===== config.mk =====
export PLATFORM = sky130hd
export DESIGN_NAME = mul_seq_unit_flat
export DESIGN_NICKNAME = d
export VERILOG_FILES = /design/src/rtl/mul_seq_unit_if.sv /design/src/rtl/mul_seq_unit.sv /design/src/flat_wrapper.sv
export SDC_FILE = /design/constraint.sdc
export NUM_CORES = 1
export LEC_CHECK = 0
export ABC_CLOCK_PERIOD_IN_PS = 39000
export CAP_MARGIN = 20
export CORE_ASPECT_RATIO = 1.75
export CORE_UTILIZATION = 51
export CTS_CLUSTER_DIAMETER = 50
export CTS_CLUSTER_SIZE = 8
export DETAILED_ROUTE_END_ITERATION = 12
export GPL_TIMING_DRIVEN = 0
export PLACE_DENSITY = 0.79
export SLEW_MARGIN = 20
export SYNTH_ARGS = -nofsm -noshare
export SYNTH_HDL_FRONTEND = slang
export SYNTH_SLANG_ARGS = --single-unit

===== constraint.sdc =====
create_clock -name clk -period 39 [get_ports clk]
set_input_delay 7.8 -clock clk [delete_from_list [all_inputs] [get_ports clk]]
set_output_delay 7.8 -clock clk [all_outputs]
set_load 0.02 [all_outputs]

===== src/rtl/mul_seq_unit_if.sv =====
// Operand/result bundle for the sequential multiplier.
// start is sampled only while busy is low; done pulses once per accepted start.
interface mul_seq_unit_if;
  logic        start;
  logic        is_signed;
  logic [31:0] op_a;
  logic [31:0] op_b;
  logic        busy;
  logic        done;
  logic [31:0] hi;
  logic [31:0] lo;

  modport master (
    output start, is_signed, op_a, op_b,
    input  busy, done, hi, lo
  );

  modport slave (
    input  start, is_signed, op_a, op_b,
    output busy, done, hi, lo
  );
endinterface


===== src/rtl/mul_seq_unit.sv =====
// Multi-cycle 32x32->64 MULT/MULTU unit built around one time-shared ripple adder.
// Fixed 36-cycle latency: abs(a), abs(b), 32 shift-add steps, two-step result negation.

module thirtytwo_bit_adder (
  input  logic [31:0] a,
  input  logic [31:0] b,
  input  logic        cin,
  output logic [31:0] s,
  output logic        cout
);
  logic [32:0] c;
  assign c[0] = cin;
  for (genvar i = 0; i < 32; i++) begin : g_fa
    assign s[i]   = a[i] ^ b[i] ^ c[i];
    assign c[i+1] = (a[i] & b[i]) | (c[i] & (a[i] ^ b[i]));
  end
  assign cout = c[32];
endmodule

module mux2x1_32bit (
  input  logic        sel,
  input  logic [31:0] d0,
  input  logic [31:0] d1,
  output logic [31:0] y
);
  assign y = sel ? d1 : d0;
endmodule

module mul_seq_unit #(
  parameter int WIDTH = 32
) (
  input  logic        clk,
  input  logic        reset,
  mul_seq_unit_if.slave bus,
  output logic [2:0]  state_dbg
);
  typedef enum logic [2:0] {
    IDLE   = 3'd0,
    ABS_A  = 3'd1,
    ABS_B  = 3'd2,
    MUL    = 3'd3,
    FIX_LO = 3'd4,
    FIX_HI = 3'd5
  } state_t;

  state_t state, state_n;

  logic [WIDTH-1:0] a_r, b_r, mcand, p_hi, p_lo, r_lo, hi_r, lo_r;
  logic             sgn_r, neg_r, k_r, done_r;
  // Thermometer iteration count: bit i set once i+1 MUL steps are done.
  logic [30:0]      cnt;

  logic        is_mul, is_abs, is_abs_b, is_fix_hi, add_cin, add_cout;
  logic [31:0] neg_ab, neg_p, neg_src, add_x, add_y, add_s;
  logic        mul_c;
  logic [31:0] mul_s;

  assign is_mul    = (state == MUL);
  assign is_abs    = (state == ABS_A) || (state == ABS_B);
  assign is_abs_b  = (state == ABS_B);
  assign is_fix_hi = (state == FIX_HI);

  // Negation steps feed ~x + 0 + cin; MUL feeds P_hi + mcand.
  mux2x1_32bit u_mux_ab   (.sel(is_abs_b),  .d0(~a_r),    .d1(~b_r),   .y(neg_ab));
  mux2x1_32bit u_mux_p    (.sel(is_fix_hi), .d0(~p_lo),   .d1(~p_hi),  .y(neg_p));
  mux2x1_32bit u_mux_neg  (.sel(is_abs),    .d0(neg_p),   .d1(neg_ab), .y(neg_src));
  mux2x1_32bit u_mux_x    (.sel(is_mul),    .d0(neg_src), .d1(p_hi),   .y(add_x));
  mux2x1_32bit u_mux_y    (.sel(is_mul),    .d0(32'd0),   .d1(mcand),  .y(add_y));

  thirtytwo_bit_adder u_add (
    .a(add_x), .b(add_y), .cin(add_cin), .s(add_s), .cout(add_cout)
  );

  always_comb begin
    add_cin = 1'b0;
    case (state)
      ABS_A, ABS_B, FIX_LO: add_cin = 1'b1;
      FIX_HI:               add_cin = k_r;
      default:              add_cin = 1'b0;
    endcase
  end

  always_comb begin
    mul_c = 1'b0;
    mul_s = p_hi;
    if (p_lo[0]) begin
      mul_c = add_cout;
      mul_s = add_s;
    end
  end

  always_ff @(posedge clk or posedge reset) begin
    if (reset) state <= IDLE;
    else       state <= state_n;
  end

  always_comb begin
    state_n = state;
    case (state)
      IDLE:    if (bus.start) state_n = ABS_A;
      ABS_A:   state_n = ABS_B;
      ABS_B:   state_n = MUL;
      MUL:     if (cnt[30]) state_n = FIX_LO;
      FIX_LO:  state_n = FIX_HI;
      FIX_HI:  state_n = IDLE;
      default: state_n = IDLE;
    endcase
  end

  always_ff @(posedge clk or posedge reset) begin
    if (reset) begin
      a_r    <= '0;
      b_r    <= '0;
      sgn_r  <= 1'b0;
      neg_r  <= 1'b0;
      mcand  <= '0;
      p_hi   <= '0;
      p_lo   <= '0;
      cnt    <= '0;
      r_lo   <= '0;
      k_r    <= 1'b0;
      hi_r   <= '0;
      lo_r   <= '0;
      done_r <= 1'b0;
    end else begin
      done_r <= is_fix_hi;
      case (state)
        IDLE: if (bus.start) begin
          a_r   <= bus.op_a;
          b_r   <= bus.op_b;
          sgn_r <= bus.is_signed;
          neg_r <= bus.is_signed & (bus.op_a[31] ^ bus.op_b[31]);
        end
        ABS_A: mcand <= (sgn_r & a_r[31]) ? add_s : a_r;
        ABS_B: begin
          p_lo <= (sgn_r & b_r[31]) ? add_s : b_r;
          p_hi <= '0;
          cnt  <= '0;
        end
        MUL: begin
          p_hi <= {mul_c, mul_s[31:1]};
          p_lo <= {mul_s[0], p_lo[31:1]};
          cnt  <= {cnt[29:0], 1'b1};
        end
        FIX_LO: begin
          if (neg_r) begin
            {k_r, r_lo} <= {add_cout, add_s};
          end else begin
            r_lo <= p_lo;
            k_r  <= 1'b0;
          end
        end
        FIX_HI: begin
          hi_r <= neg_r ? add_s : p_hi;
          lo_r <= r_lo;
        end
        default: ;
      endcase
    end
  end

  assign bus.busy = (state != IDLE);
  assign bus.done = done_r;
  assign bus.hi   = hi_r;
  assign bus.lo   = lo_r;
  assign state_dbg = state;
endmodule

===== src/flat_wrapper.sv =====
// flat-port wrapper written by rule: the top's interface ports become plain ports
module mul_seq_unit_flat 
#(
  parameter int WIDTH = 32
)
  (clk, reset, state_dbg, bus_start, bus_is_signed, bus_op_a, bus_op_b, bus_busy, bus_done, bus_hi, bus_lo);
  mul_seq_unit_if bus_i ();
  input  logic clk;
  input  logic reset;
  output logic [2:0] state_dbg;
  input wire logic [$bits(bus_i.start)-1:0] bus_start;
  input wire logic [$bits(bus_i.is_signed)-1:0] bus_is_signed;
  input wire logic [$bits(bus_i.op_a)-1:0] bus_op_a;
  input wire logic [$bits(bus_i.op_b)-1:0] bus_op_b;
  output wire logic [$bits(bus_i.busy)-1:0] bus_busy;
  output wire logic [$bits(bus_i.done)-1:0] bus_done;
  output wire logic [$bits(bus_i.hi)-1:0] bus_hi;
  output wire logic [$bits(bus_i.lo)-1:0] bus_lo;
  assign bus_i.start = bus_start;
  assign bus_i.is_signed = bus_is_signed;
  assign bus_i.op_a = bus_op_a;
  assign bus_i.op_b = bus_op_b;
  assign bus_busy = bus_i.busy;
  assign bus_done = bus_i.done;
  assign bus_hi = bus_i.hi;
  assign bus_lo = bus_i.lo;
  mul_seq_unit #(.WIDTH(WIDTH)) u_core (.clk(clk), .reset(reset), .bus(bus_i), .state_dbg(state_dbg));
endmodule

* Word level (Yosys, flattened, before mapping)
Cells that the tools add are included.
** Word-level totals
- Output and inout bits :: 69
- Flip-flop bits (word level) :: 294
- Logic and storage cells :: 215
- Input port bits :: 68
** Operators by class
- Bitwise gates (word level) :: 168
- Reduce and logical (&&, ||, !) cells :: 7
- Multiplexer cells :: 19
- Equality and inequality tests :: 7
** Operator list (count)
- $mux W32 :: 10
- $not A32 Y32 :: 4
- $pmux W32 S2 :: 2
- $and A1 B1 Y1 :: 67
- $xor A1 B1 Y1 :: 65
- $pmux W31 S2 :: 1
- $or A1 B1 Y1 :: 32
- $pmux W3 S5 :: 1
- $eq A3 B2 Y1 const B :: 2
- $eq A3 B3 Y1 const B :: 2
- $mux W3 :: 2
- $reduce_and A2 Y1 :: 2
- $eq A3 B1 Y1 const B :: 1
- $logic_not A3 Y1 :: 1
- $reduce_bool A3 Y1 :: 1
- $reduce_or A3 Y1 :: 1
- $mux W1 :: 2
- $ne A2 B1 Y1 const B :: 1
- $ne A2 B2 Y1 const B :: 1
- $pmux W1 S2 :: 1
- $reduce_bool A2 Y1 :: 1
- $logic_or A1 B1 Y1 :: 1

* Logic depth before layout (Yosys ltp)
Gate-level depths: netlist of the first run.
- Depth after elaboration :: 71
- Depth in mapped cells :: 43
- Gate-level depth less buffers :: 40

* Cells and area by module
From an unflattened synthesis of the first run, not the netlist that was laid out.
** Second synthesis, totals
- Cells, all modules :: 1502
- Area, all modules :: 16403.2 um2
** Modules (own cells, without submodules)
- mul_seq_unit :: sequential area each 7357.1 um2, cells an instance 1280, area an instance 13003.7 um2, instances 1
- mux2x1_32bit :: sequential area each 0.0 um2, cells an instance 36, area an instance 544.3 um2, instances 5
- thirtytwo_bit_adder :: sequential area each 0.0 um2, cells an instance 42, area an instance 678.2 um2, instances 1

* Worst setup path after synthesis of the first run
No wires, ideal clock.
- Path kind :: register to register
- Start :: reg u_core.state[0], in the netlist u_core.state_dbg[0]
- End :: reg u_core.p_lo[31]
- Setup slack :: 24647 ps
- Clock period less this slack :: 14353 ps
- Arrival time :: 14271 ps
- Path buffers :: 3
- Library setup time :: 82 ps
- Stages on the path, launching flop included :: 43
- Required time :: 38918 ps
- Path through :: dfrtp_1 > buf_2 > buf_2 > buf_4 > or3_1 > nand3_1 > fa_1 > inv_1 > fa_1 > fa_1 > fa_1 > fa_1 > fa_1 > fa_1 > fa_1 > fa_1 > fa_1 > fa_1 > [7 not listed] > fa_1 > fa_1 > fa_1 > fa_1 > fa_1 > fa_1 > fa_1 > fa_1 > fa_1 > fa_1 > fa_1 > inv_1 > fa_1 > fa_1 > fa_1 > nand2_1 > nand3_1 > a31oi_1
** Between the ends
- Word-level cells in the longest chain between the ends :: 70
- Elaborated cells on any way between the ends :: 144
- Classes of those cells :: eq/ne (5); mux (9); bitwise (127); reduce/logical (3)
** Ends and longest elaborated chain
- start: declaration :: line mul_seq_unit.sv:46 : state_t state, state_n;
- start signal: assignment :: line mul_seq_unit.sv:94 : else state <= state_n;
- $eq A3 B3 Y1 (tied with other cells) :: line mul_seq_unit.sv:61, mul_seq_unit.sv:76
- $mux W32 or $logic_or A1 B1 Y1 (tied branches) :: line mul_seq_unit.sv:26, mul_seq_unit.sv:59
- $mux W32 (2 in a row) :: line mul_seq_unit.sv:26 : assign y = sel ? d1 : d0;
- $xor A1 B1 Y1 :: line mul_seq_unit.sv:14, mul_seq_unit.sv:15
- $and A1 B1 Y1 :: line mul_seq_unit.sv:15 : assign c[i+1] = (a[i] & b[i]) | (c[i] & (a[i] ^ b[i]));
- $or A1 B1 Y1 :: line mul_seq_unit.sv:15
- $and A1 B1 Y1 :: line mul_seq_unit.sv:15
- $or A1 B1 Y1 :: line mul_seq_unit.sv:15
- [53 not listed]
- $or A1 B1 Y1 :: line mul_seq_unit.sv:15
- $and A1 B1 Y1 :: line mul_seq_unit.sv:15
- $or A1 B1 Y1 :: line mul_seq_unit.sv:15
- $and A1 B1 Y1 :: line mul_seq_unit.sv:15
- $or A1 B1 Y1 :: line mul_seq_unit.sv:15
- $xor A1 B1 Y1 :: line mul_seq_unit.sv:14 : assign s[i] = a[i] ^ b[i] ^ c[i];
- $mux W32 :: line mul_seq_unit.sv:136 : p_lo <= (sgn_r & b_r[31]) ? add_s : b_r;
- $pmux W32 S2 :: line mul_seq_unit.sv:127 : case (state)
- end signal: assignment :: line mul_seq_unit.sv:136
- end signal: assignment :: line mul_seq_unit.sv:142 : p_lo <= {mul_s[0], p_lo[31:1]};
- end: declaration :: line mul_seq_unit.sv:48 : logic [WIDTH-1:0] a_r, b_r, mcand, p_hi, p_lo, r_lo, hi_r, lo_r;
Several ways; a longest one is shown, not always the timed one.
A chain may end at the register's enable or synchronous reset.

* Worst setup path in the final report of the first run
Same ends and word-level chain as after synthesis.

==> run metrics, run 1 <==
EDFF count, synth=0; Syn Area/Cell=10.5 um2; initial core utilization=0.519; hold_buf cts=0; Yosys top cell area share=0.482; LEAKAGE=0.00814 uW; via count=13,100; syn_nets=1,559; FFs w/ async S/R, synth=1.00; DIE AREA=0.0306 mm2; Final Hold Fails=0; Min-Delay Endpoint=u_core.mcand[2]; Die X=133 um; count leader, synth=dfrtp_1; r2r setup slk=23.23 ns; vias in the first global route=13,600; worst-path fanout max=10; hold path startpoint=u_core.mcand[2]; most frequent CP cell=fa_1; I/O Pins=137; FILL cells=2,422; largest net degree at the start of global routing=93; synthesized instance count=1,459; Max Cap Viol=0; CTS clock-pin slew for the worst setup and hold paths=0.06 ns; CTS tree=yes; Layout Nets=1,743; Slew headroom=0.310; Hold Path Class=reg2reg; Synth area leader=dfrtp_1; antenna violations before repair=0; fin crit share=0.404; worst clock skew=0.0166 ns; Longest Clk Path Bufs=3; dpl cell area=0.0172 mm2; DR WL/cell=25.3 um; htree depth=2; Crit Path Class=reg2reg; Max stage delay on crit path=0.64 ns; synth cell count leaders=dfrtp_1 (294), o21ai_0 (244), nand2_1 (170), mux2i_1 (113), mux2_2 (69); Critical Path End Type=flip-flop; Worst path slowest cell=clkbuf_1; initial drt markers=1,249; std cell rows=83; r2r worst-path depth=43; area of the multi-input gates=0.00726 mm2; Yosys Warn Count=0; fin area=0.0183 mm2; Post-DRT Antenna Nets=0; Tot GR Track Use=0.347; Hold Crit Depth=2; CTS Buf Count=43; Die Y-Extent=231 um; Post-Route WL=51.3 mm; WP data arrival=16.24 ns; RSZ-0062 raised after global routing=false; CP Data Required Time=39.47 ns; f_max=0.0634 GHz; Max Slew Vio Count=0; Max VDD drop=0.0676 mV; routability cong.=0.980; Post-Syn Area=0.0153 mm2; Synth Flop Type=dfrtp_1; fraction of layout cells with a size suffix above 1=0.116; Tightest Pin Transition=1.04 ns; port buffer count=136; post-layout minimum cycle time=15.77 ns; hpwl dp=35.2 mm; CTS Root Cell=clkbuf_16; Detailed Routing Iterations Pass 1=5; synth top area cells=dfrtp_1 (48%), o21ai_0 (8.0%), mux2i_1 (7.4%), mux2_2 (5.1%), fa_1 (4.2%); global route overflow=0; final setup vio count=0; PD cells=105 mW/mm2; post-synthesis sequential element count=294; Reg area=0.00736 mm2; via/cell ratio=6.43; core box area=0.0294 mm2; cts repair resizes=0; setup TNS=0 ns; reg2reg end=u_core.p_lo[31]; Skew-Pair Late Insertion Delay=0.55 ns; post-CTS setup buffers=0; Netlist cell types=47; DR DRC count=0; Area growth syn-to-layout=20.1%; worst r2r src=u_core.state_dbg[0]; Startpoint Class=flip-flop; status=finished clean; first-pass GRT wire length=79.2 mm; CTS sink count=294; Seq/Total Area, Yosys=0.482
logic make-up (layout without fill, tap and decap cells):
family,count (synthesis),after routing,share of synthesized area
AO/OA/AOI/OAI,408,408,0.163
multiplexers,210,210,0.146
XOR/XNOR,1,1,0.000574
other,0,1,0
buffers and inverters,139,329,0.0413
adder cells (fa/ha/maj),32,32,0.0420
AND/OR/NAND/NOR,375,375,0.125
flip-flops,294,294,0.482
how the worst max path moves through the flow:
stage	to	slack [ns]	from
3_3_place_gp	u_core.a_r[27]	19.59	reset
4_1_cts	u_core.p_lo[31]	23.49	u_core.state_dbg[0]
5_1_grt	u_core.mcand[31]	22.81	u_core.state_dbg[0]
6_report	u_core.p_lo[31]	23.23	u_core.state_dbg[0]
3_5_place_dp	u_core.p_lo[31]	23.55	u_core.state_dbg[0]
2_1_floorplan	u_core.a_r[0]	23.08	reset
registers in the layout, summed over array words and instances (netlist names):
name	cells
u_core.a_r	32
u_core.b_r	32
u_core.bus.done	1
u_core.bus.hi	32
u_core.bus.lo	32
u_core.cnt	31
u_core.k_r	1
u_core.mcand	32
u_core.neg_r	1
u_core.p_hi	32
u_core.p_lo	32
u_core.r_lo	32
u_core.sgn_r	1
u_core.state_dbg	3
cell type report:
type / instances / area share
sequential: 294 / 0.402
multi-input combinational: 1026 / 0.397
timing repair buffer: 139 / 0.0788
clock buffer: 46 / 0.0599
buffer: 130 / 0.0325
tap: 382 / 0.0261
inverter: 9 / 0.00225
clock inverter: 5 / 0.00198
antenna: 1 / 0.000137
metal layers:
layer  global-route usage  wire (um)  up-vias
li1                     -          -     5532
met1                0.392      17600     6464
met2                0.579      25200      826
met3               0.0755       4840      248
met4                0.250       3700        0
met5                    0          0        -
placed cells by master, fill, tap and decap left out, types with 7 or more instances in the layout:
cell	count
mux2_2	69
buf_2	59
dfrtp_1	294
mux2_1	28
nor3b_1	32
and2_1	31
nor2_1	35
fa_1	32
clkbuf_16	43
o22a_1	32
o21ai_0	244
a21oi_1	15
o211ai_1	29
clkbuf_1	66
o21ai_1	9
nand2_1	170
inv_1	7
nor2b_1	34
a22o_1	30
clkdlybuf4s50_1	136
and3_1	56
a211oi_1	28
mux2i_1	113
report_power, final:
group | internal, uW | switching, uW
Sequential | 436 | 129
Combinational | 413 | 611
Clock | 197 | 134
worst max-delay path, delay by kind of cell, from the launching register on:
kind / cells / cell delay [ns]
fa+ha+maj: 32 / 13.19
buf+inv: 6 / 1.50
flops: 1 / 0.42
simple gates: 4 / 0.41
compound gates: 1 / 0.18
stage by stage:
step                instances   util  worst slack, ns  hold slack (ns)  total power, uW
floorplan                1459      -            23.08            0.442             1210
global placement         1977  0.582            19.59            0.454             1520
detailed placement       1980  0.585            23.55            0.464             1550
CTS                      2031  0.623            23.49            0.474             1890
global route             2031  0.623            22.81            0.496             2030
finish                   2032  0.623            23.23            0.471             1920
No activity file was read; power rests on OpenSTA's default activity.
==> inputs of run 2 (changes only) <==
--- a/config.mk
+++ b/config.mk
@@ -5,7 +5,7 @@
 export SDC_FILE = /design/constraint.sdc
 export NUM_CORES = 1
 export LEC_CHECK = 0
-export ABC_CLOCK_PERIOD_IN_PS = 39000
+export ABC_CLOCK_PERIOD_IN_PS = 14150
 export CAP_MARGIN = 20
 export CORE_ASPECT_RATIO = 1.75
 export CORE_UTILIZATION = 51
@@ -13,7 +13,7 @@
 export CTS_CLUSTER_SIZE = 8
 export DETAILED_ROUTE_END_ITERATION = 12
 export GPL_TIMING_DRIVEN = 0
-export PLACE_DENSITY = 0.79
+export PLACE_DENSITY = 0.82
 export SLEW_MARGIN = 20
 export SYNTH_ARGS = -nofsm -noshare
 export SYNTH_HDL_FRONTEND = slang
==> constraint.sdc (replaced) <==
create_clock -name clk -period 14.15 [get_ports clk]
set_input_delay 2.83 -clock clk [delete_from_list [all_inputs] [get_ports clk]]
set_output_delay 2.83 -clock clk [all_outputs]
set_load 0.02 [all_outputs]
==> run metrics, run 2 (synthesized netlist as in run 1, its figures left out) <==
WP data arrival=14.44 ns (was 16.24 ns); Critical Path End Type=flip-flop (unchanged); initial drt markers=1,349 (was 1,249); Skew-Pair Late Insertion Delay=0.56 ns (was 0.55 ns); CP top delay family=adder cells (unchanged); vias in the first global route=13,300 (was 13,600); Max Cap Viol=0 (unchanged); CTS clock-pin slew for the worst setup and hold paths=0.06 ns (about the same); Die X=133 um (unchanged); Max stage delay on crit path=0.74 ns (was 0.64 ns); largest net degree at the start of global routing=103 (was 93); first-pass GRT wire length=79.1 mm (was 79.2 mm); fin crit share=0.987 (was 0.404); pre-CTS setup slack=-1.14 ns (was 23.55 ns); Worst path slowest cell=clkbuf_1 (unchanged); non-filler cells, final=2,028 (was 2,032); via/cell ratio=6.43 (about the same); Int Pwr=2940 uW (was 1050 uW); Tot GR Track Use=0.347 (about the same); I/O Pins=137 (unchanged); sequential group share of total power=0.288 (was 0.294); Startpoint Class=flip-flop (unchanged); CTS tree=yes (unchanged); clock power share=0.165 (was 0.172); hold_buf cts=0 (unchanged); Final Hold Fails=0 (unchanged); std cell rows=83 (unchanged); DR WL/cell=25.5 um (was 25.3 um); worst clock skew=0.0253 ns (was 0.0166 ns); placed cells=1,979 (was 1,980); Post-DRT Antenna Nets=0 (unchanged); Longest Clk Path Bufs=3 (unchanged); Switching Fraction=0.454 (was 0.455); Slew headroom=0.349 (was 0.310); combinational share of power=0.547 (was 0.533); hpwl dp=35.2 mm (about the same); Max VDD drop=0.166 mV (was 0.0676 mV); sw power=2440 uW (was 875 uW); routability cong.=0.949 (was 0.980); CTS sink count=294 (unchanged); core box area=0.0294 mm2 (unchanged); most frequent CP cell=fa_2 (was fa_1); status=finished clean (unchanged); CTS Root Cell=clkbuf_16 (unchanged); DR DRC count=0 (unchanged); final setup vio count=0 (unchanged); Max Slew Vio Count=0 (unchanged); WP buf/inv=5 (was 6); antenna violations before repair=0 (unchanged); FILL cells=2,383 (was 2,422); Detailed Routing Iterations Pass 1=6 (was 5); global route overflow=0 (unchanged); PD cells=293 mW/mm2 (was 105 mW/mm2); Tightest Pin Transition=0.977 ns (was 1.04 ns); htree depth=2 (unchanged); port buffer count=136 (unchanged); f_max=0.0716 GHz (was 0.0634 GHz); Area growth syn-to-layout=20.6% (was 20.1%); Reg area=0.00736 mm2 (about the same); via count=13,000 (was 13,100); CTS Buf Count=42 (was 43); fraction of layout cells with a size suffix above 1=0.138 (was 0.116); LEAKAGE=0.00811 uW (was 0.00814 uW); DIE AREA=0.0306 mm2 (unchanged); most frequent cells in the layout=dfrtp_1 (292), o21ai_0 (243), nand2_1 (170) (was dfrtp_1 (294), o21ai_0 (244), nand2_1 (170)); commonest non-fill, non-tap cell in the layout=dfrtp_1 (unchanged); worst-path fanout max=10 (unchanged); initial core utilization=0.519 (unchanged); Crit Path Class=reg2reg (unchanged); Post-Route WL=51.8 mm (was 51.3 mm); Layout Nets=1,742 (was 1,743); Hold Path Class=reg2reg (unchanged); Die Y-Extent=231 um (unchanged); post-route setup slack=0.187 ns (was 23.23 ns); post-layout minimum cycle time=13.96 ns (was 15.77 ns); n_diodes=0 (was 1); CP Data Required Time=14.63 ns (was 39.47 ns); RSZ-0062 raised after global routing=false (unchanged); area of the multi-input gates=0.00733 mm2 (was 0.00726 mm2)
## run 2: per-layer routing
layer	wire length (um)	GRT usage	vias to the layer above
met5	0	0	-
met1	18500	0.408	6406
met4	4220	0.252	0
met3	4380	0.0602	271
li1	-	-	5525
met2	24700	0.572	837
## run 2: power groups by stage
stage	Combinational (uW)	Clock, uW	Sequential, uW
after floorplan	1870	0	1460
after global placement	2690	0	1530
after detailed placement	2750	0	1550
after CTS	2840	895	1530
after global routing	3160	929	1580
final	2940	888	1550
## run 2: cell type report
type | instances | share of cell area
buffer | 130 | 0.0355
clock buffer | 45 | 0.0578
clock inverter | 3 | 0.00184
inverter | 9 | 0.00225
multi-input combinational | 1026 | 0.399
sequential | 294 | 0.400
tap | 382 | 0.0260
timing repair buffer | 139 | 0.0774
## run 2: final timing paths
| kind | from | end | slack, ns | cells past startpoint |
|---|---|---|---|---|
| worst max register to register | u_core.state_dbg[0] | u_core.p_lo[31] | 0.19 | 39 |
| worst min-delay path | u_core.r_lo[22] | u_core.r_lo[22] | 0.47 | 2 |
| worst max-delay path | u_core.state_dbg[0] | u_core.p_lo[31] | 0.19 | 39 |
| max in group asynchronous | reset | u_core.bus.hi[30] | 10.35 | 3 |
| min in group asynchronous | reset | u_core.bus.lo[8] | 2.83 | 2 |
| worst min register to register | u_core.r_lo[22] | u_core.r_lo[22] | 0.47 | 2 |
## run 2: repair_timing
| item | CTS | global route |
|---|---|---|
| endpoints found under the setup margin | 23 | 12 |
| buffers inserted | 1 | 0 |
| pin swaps | 3 | 2 |
| endpoints found under the hold margin | 0 | 0 |
| gates resized for setup | 39 | 12 |
## run 2: per-stage QoR
| stage | utilization | total power (uW) | cell area, um2 | hold WS, ns | setup TNS, ns |
|---|---|---|---|---|---|
| finish | 0.626 | 5380 | 18400 | 0.472 | 0 |
| floorplan | - | 3330 | 15300 | 0.442 | 0 |
| CTS | 0.625 | 5270 | 18400 | 0.476 | 0 |
| global route | 0.626 | 5670 | 18400 | 0.486 | 0 |
| detailed placement | 0.584 | 4300 | 17200 | 0.463 | -16.58 |
| global placement | 0.582 | 4220 | 17100 | 0.455 | -63.35 |
## run 2: worst reg2reg max path, delay by kind of cell, from the launching register on
| family | cells | cell delay, ns |
|---|---|---|
| DFF | 1 | 0.39 |
| AOI/OAI and AO/OA | 2 | 0.47 |
| and+or+nand+nor | 2 | 0.22 |
| buffers and inverters | 5 | 1.45 |
| adders and majority gates | 30 | 11.34 |
